==> src/rtl/y_res_seq.sv <==
// y_res_seq: tile sequencer for the y_res residual-add stage.
// Joins y-scan / xD completion pulses, issues one y_res start per head tile.
// Ports: clk, rst (sync, active-high), frame_start, y_done, xd_done,
//   res_done in; res_start, tile_idx, head_base, busy, frame_done,
//   err_overrun, err_timeout out. All outputs registered.
// Optional watchdog: define Y_RES_SEQ_TIMEOUT_EN to abort a frame when
//   y_res does not answer within TIMEOUT_CYC cycles of RUN.
module y_res_seq #(
  parameter int H           = 4,
  parameter int H_TILE      = 1,
  parameter int TIMEOUT_CYC = 1023,
  parameter int IW          = 10
) (
  input  logic          clk,
  input  logic          rst,
  input  logic          frame_start,
  input  logic          y_done,
  input  logic          xd_done,
  input  logic          res_done,
  output logic          res_start,
  output logic [IW-1:0] tile_idx,
  output logic [IW-1:0] head_base,
  output logic          busy,
  output logic          frame_done,
  output logic          err_overrun,
  output logic          err_timeout
);

  localparam logic [2:0] S_IDLE  = 3'd0;
  localparam logic [2:0] S_WAIT  = 3'd1;
  localparam logic [2:0] S_ISSUE = 3'd2;
  localparam logic [2:0] S_RUN   = 3'd3;
  localparam logic [2:0] S_DONE  = 3'd4;

  localparam int NT = H / H_TILE;
  localparam logic [IW-1:0] LAST = IW'(NT - 1);

  if ((H % H_TILE) != 0 || TIMEOUT_CYC < 1) begin : g_bad_cfg
    $error("y_res_seq: H must be a multiple of H_TILE, TIMEOUT_CYC >= 1");
  end

  logic [2:0] state;
  logic [2:0] state_n;
  logic       y_seen;
  logic       xd_seen;
  logic       y_have;
  logic       xd_have;
  logic       last_tile;
  logic       timeout_hit;

  // A pulse arriving in the join cycle counts toward the join.
  assign y_have    = y_seen | y_done;
  assign xd_have   = xd_seen | xd_done;
  assign last_tile = (tile_idx == LAST);

`ifdef Y_RES_SEQ_TIMEOUT_EN
  localparam int CW = $clog2(TIMEOUT_CYC + 1);
  logic [CW-1:0] wd_cnt;

  // res_done wins over the watchdog in the same cycle.
  assign timeout_hit = (state == S_RUN) && !res_done &&
                       (wd_cnt == CW'(TIMEOUT_CYC - 1));

  always_ff @(posedge clk) begin
    if (rst) begin
      wd_cnt      <= '0;
      err_timeout <= 1'b0;
    end else begin
      if (state == S_ISSUE)
        wd_cnt <= '0;
      else if (state == S_RUN)
        wd_cnt <= wd_cnt + CW'(1);
      if (state == S_IDLE && frame_start)
        err_timeout <= 1'b0;
      else if (timeout_hit)
        err_timeout <= 1'b1;
    end
  end
`else
  assign timeout_hit = 1'b0;
  assign err_timeout = 1'b0;
`endif

  always_comb begin
    state_n = state;
    case (state)
      S_IDLE:  if (frame_start) state_n = S_WAIT;
      S_WAIT:  if (y_have && xd_have) state_n = S_ISSUE;
      S_ISSUE: state_n = S_RUN;
      S_RUN: begin
        if (res_done)
          state_n = last_tile ? S_DONE : S_WAIT;
        else if (timeout_hit)
          state_n = S_DONE;
      end
      S_DONE:  state_n = S_IDLE;
      default: state_n = S_IDLE;
    endcase
  end

  always_ff @(posedge clk) begin
    if (rst) begin
      state       <= S_IDLE;
      y_seen      <= 1'b0;
      xd_seen     <= 1'b0;
      tile_idx    <= '0;
      head_base   <= '0;
      res_start   <= 1'b0;
      busy        <= 1'b0;
      frame_done  <= 1'b0;
      err_overrun <= 1'b0;
    end else begin
      state      <= state_n;
      res_start  <= (state_n == S_ISSUE);
      busy       <= (state_n != S_IDLE);
      frame_done <= (state_n == S_DONE);

      case (state)
        S_IDLE: begin
          if (frame_start) begin
            y_seen      <= 1'b0;
            xd_seen     <= 1'b0;
            tile_idx    <= '0;
            head_base   <= '0;
            err_overrun <= 1'b0;
          end
        end
        // Flags are consumed here; a pulse this cycle belongs
        // to the next tile, so it is neither dropped nor an overrun.
        S_ISSUE: begin
          y_seen  <= y_done;
          xd_seen <= xd_done;
        end
        default: begin
          if (y_done) begin
            if (y_seen) err_overrun <= 1'b1;
            else        y_seen      <= 1'b1;
          end
          if (xd_done) begin
            if (xd_seen) err_overrun <= 1'b1;
            else         xd_seen     <= 1'b1;
          end
        end
      endcase

      if (state == S_RUN && res_done && !last_tile) begin
        tile_idx  <= tile_idx + IW'(1);
        head_base <= head_base + IW'(H_TILE);
      end
    end
  end

endmodule

==> config.mk <==
export PLATFORM = sky130hd
export DESIGN_NAME = y_res_seq
export DESIGN_NICKNAME = d
export VERILOG_FILES = /design/src/rtl/y_res_seq.sv
export SDC_FILE = /design/constraint.sdc
export NUM_CORES = 1
export LEC_CHECK = 0
export BUFFER_PORTS_ARGS = -buffer_cell sky130_fd_sc_hd__buf_2
export CAP_MARGIN = 20
export CELL_PAD_IN_SITES_DETAIL_PLACEMENT = 1
export CELL_PAD_IN_SITES_GLOBAL_PLACEMENT = 1
export CORE_MARGIN = 5
export CORE_UTILIZATION = 42
export DETAILED_ROUTE_END_ITERATION = 8
export PLACE_DENSITY_LB_ADDON = 0.3
export SYNTH_ARGS = -nofsm -noshare
export SYNTH_HDL_FRONTEND = slang
export SYNTH_SLANG_ARGS = --single-unit
==> constraint.sdc <==
create_clock -name clk -period 3.1 [get_ports clk]
set_input_delay 0.31 -clock clk [delete_from_list [all_inputs] [get_ports clk]]
set_output_delay 0.31 -clock clk [all_outputs]
set_load 0.02 [all_outputs]
==> flow_summary.ini <==
[synthesis]
ys.warnings.count = 0
synth_cell_types = 46
synth_top_area_share_pct = 41.7
ys_ff_latch = 29
synth_edf_count = 0
synth_nets = 163
synth_top_cells_by_area = dfxtp_1, nand2_1, nand3_1
synth_common_cells = dfxtp_1, nand2_1, nor2_1, nand3_1, a21oi_1
synth_area_sq_um = 1390
async_flop_share_pct = 0
synthMostInstantiatedCell = dfxtp_1
synth_top_area_cell = dfxtp_1
postSynthCellCount = 155
syn_avg_cell_area_sq_um = 8.99
seq_area_frac_synth_pct = 41.7
ys.flop_type = dfxtp_1

[routing]
drt-pass1-iter-count = 4
final_antenna_net_count = 0
drt_iter0_drc = 86
vias_per_cell = 5.70
vias = 1322
wl_per_cell_um = 16.0
drc = 0
routed_wl_um = 3710

[floorplan]
die_w_um = 67.6
io_pins = 31
core_sq_um = 3280
rows = 21
die_h_um = 67.6
dieArea_sq_um = 4570
initial_core_util_pct = 42.4

[worst_setup_path]
critPathArrivalTime_ps = 2640
slowest_delay_ps = 640
worstPathCellList = ha_1 -> or4b_4 -> o31ai_4 -> nor4_1 -> a311o_1
reg2reg_from = tile_idx[0]
cp_max_fo = 18
cp-start-kind = flop
cp.required_ps = 3340
startpoint = tile_idx[0]
end_kind = flop
path_class = reg -> reg
slowest_stage = o31ai_4

[timing]
setup_slack_ps = 706
fin_skew_ps = 16.0
max-slew-margin-rel_pct = 49.0
finalSetupTns_ps = 0
post-route-period-util_pct = 77.2
tightest_slew_ps = 763
finalSetupViolCount = 0
whs_ps = 267
rsz0062_at_grt = false
maxSlewViolCount = 0
hold_viol = 0
period_minus_slack_ps = 2390
max_freq_mhz = 418

[global_route]
grt_pass1_vias = 1234
antenna_found_initial = 0
track_usage_pct = 17.8
grt_pass1_wl_um = 6060
grt_max_degree = 24
grt_remaining_overflow = 0

[clock_tree]
cts.sinks = 29
cts_root_buffer = clkbuf_4
cts_tree = done
clock_latency_ps = 340
post-cts-setup-buffer-count = 0
cts_buffers = 5
cts_hold_buf = 0
cts_resized = 0
clk_path_buf_depth = 2
clk_pin_slew_ps = 100
htree_levels = 2

[cells_and_area]
final_net_count = 193
num_antenna_cells = 0
drive_above_1_share_pct = 27.4
fillers = 422
final_cells = 232
area.growth.synth_to_final_pct = 15.7

[run]
max_cap_viol_count = 0

[hold_path]
min_from = xd_done
worstHoldPathType = in -> reg

[placement]
port_buffers = 29
hpwlAfterDp_um = 2670
place_ws_ps = 716
placedCellCount = 224
globalplace.congestion = 0.776

[outcome]
status = finished, final reports clean

[power]
vdd_drop_max_mv = 0.351
power_uw = 720
powerDensity_nw_per_um2 = 446
p_leak_nw = 0.645
==> cell families (layout without fill, tap and decap cells) <==
group	Yosys count	after routing	share of synthesized area (%)
AND/OR/NAND/NOR	73	73	28.2
AO/OA/AOI/OAI	34	34	18.8
flip-flops	29	29	41.7
buffers and inverters	10	41	5.21
XOR/XNOR	3	3	1.89
multiplexers	3	3	2.24
adder cells (fa/ha/maj)	2	2	1.80
other	1	1	0.269
==> critical path: cells and delay by family (launching register included) <==
| family | cells | cell delay [ps] |
|---|---|---|
| AO/OA/AOI/OAI | 2 | 980 |
| AND/OR/NAND/NOR | 2 | 660 |
| flip-flops | 1 | 400 |
| adder cells (fa/ha/maj) | 1 | 260 |
==> placed cells by master (no fill, tap or decap), drive strengths merged, types with 3 or more instances in the layout <==
cell / instances
a211oi: 3
a21oi: 6
a22oi: 3
a31o: 3
buf: 30
clkbuf: 7
dfxtp: 29
inv: 3
nand2: 16
nand2b: 3
nand3: 11
nand4: 4
nor2: 13
nor3: 3
nor4: 4
o211ai: 3
o21ai: 5
or2: 4
or3: 5
==> final timing paths <==
check / to / slack [ps] / cells past startpoint
worst min-delay path: xd_seen / 270 / 3
worst max register to register: head_base[6] / 710 / 5
worst min register to register: err_overrun / 480 / 2
worst max-delay path: head_base[6] / 710 / 5
==> per-layer routing <==
metal  up-vias  part of all wire [%]  wire, um  global-route usage [%]
met5         -                     0         0                       0
met4         0                   1.5        55                    6.84
met3         7                   4.8       177                    5.82
met2        27                    48      1770                    28.6
met1       650                    46      1700                    21.8
li1        638                     -         -                       -
==> layout make-up <==
type / instances / area [sq um] / area share (%)
Multi-Input combinational cell: 116 / 741 / 45.9
Clock buffer: 7 / 65.1 / 4.03
Timing Repair Buffer: 30 / 153 / 9.46
Inverter: 3 / 11.3 / 0.698
Tap cell: 46 / 57.6 / 3.57
Sequential cell: 29 / 581 / 36.0
Clock inverter: 1 / 5.00 / 0.310
==> stage by stage <==
step	area, sq um	utilization, %
after floorplan	1390	-
after global placement	1540	47.0
after detailed placement	1540	47.0
after CTS	1610	49.1
after global routing	1610	49.1
final	1610	49.1
==> where the power goes <==
part           internal, mW  switching [mW]  leakage (nW)
Sequential            0.380         0.00782         0.235
Combinational        0.0196          0.0386         0.368
Clock                 0.131           0.143        0.0413
==> flip-flops by register name, summed over array words and instances (netlist names) <==
register and flops:
state 3, xd_seen 1, err_overrun 1, y_seen 1, tile_idx 10, head_base 10, frame_done 1, busy 1
res_start 1
No activity file was read; power rests on OpenSTA's default activity.
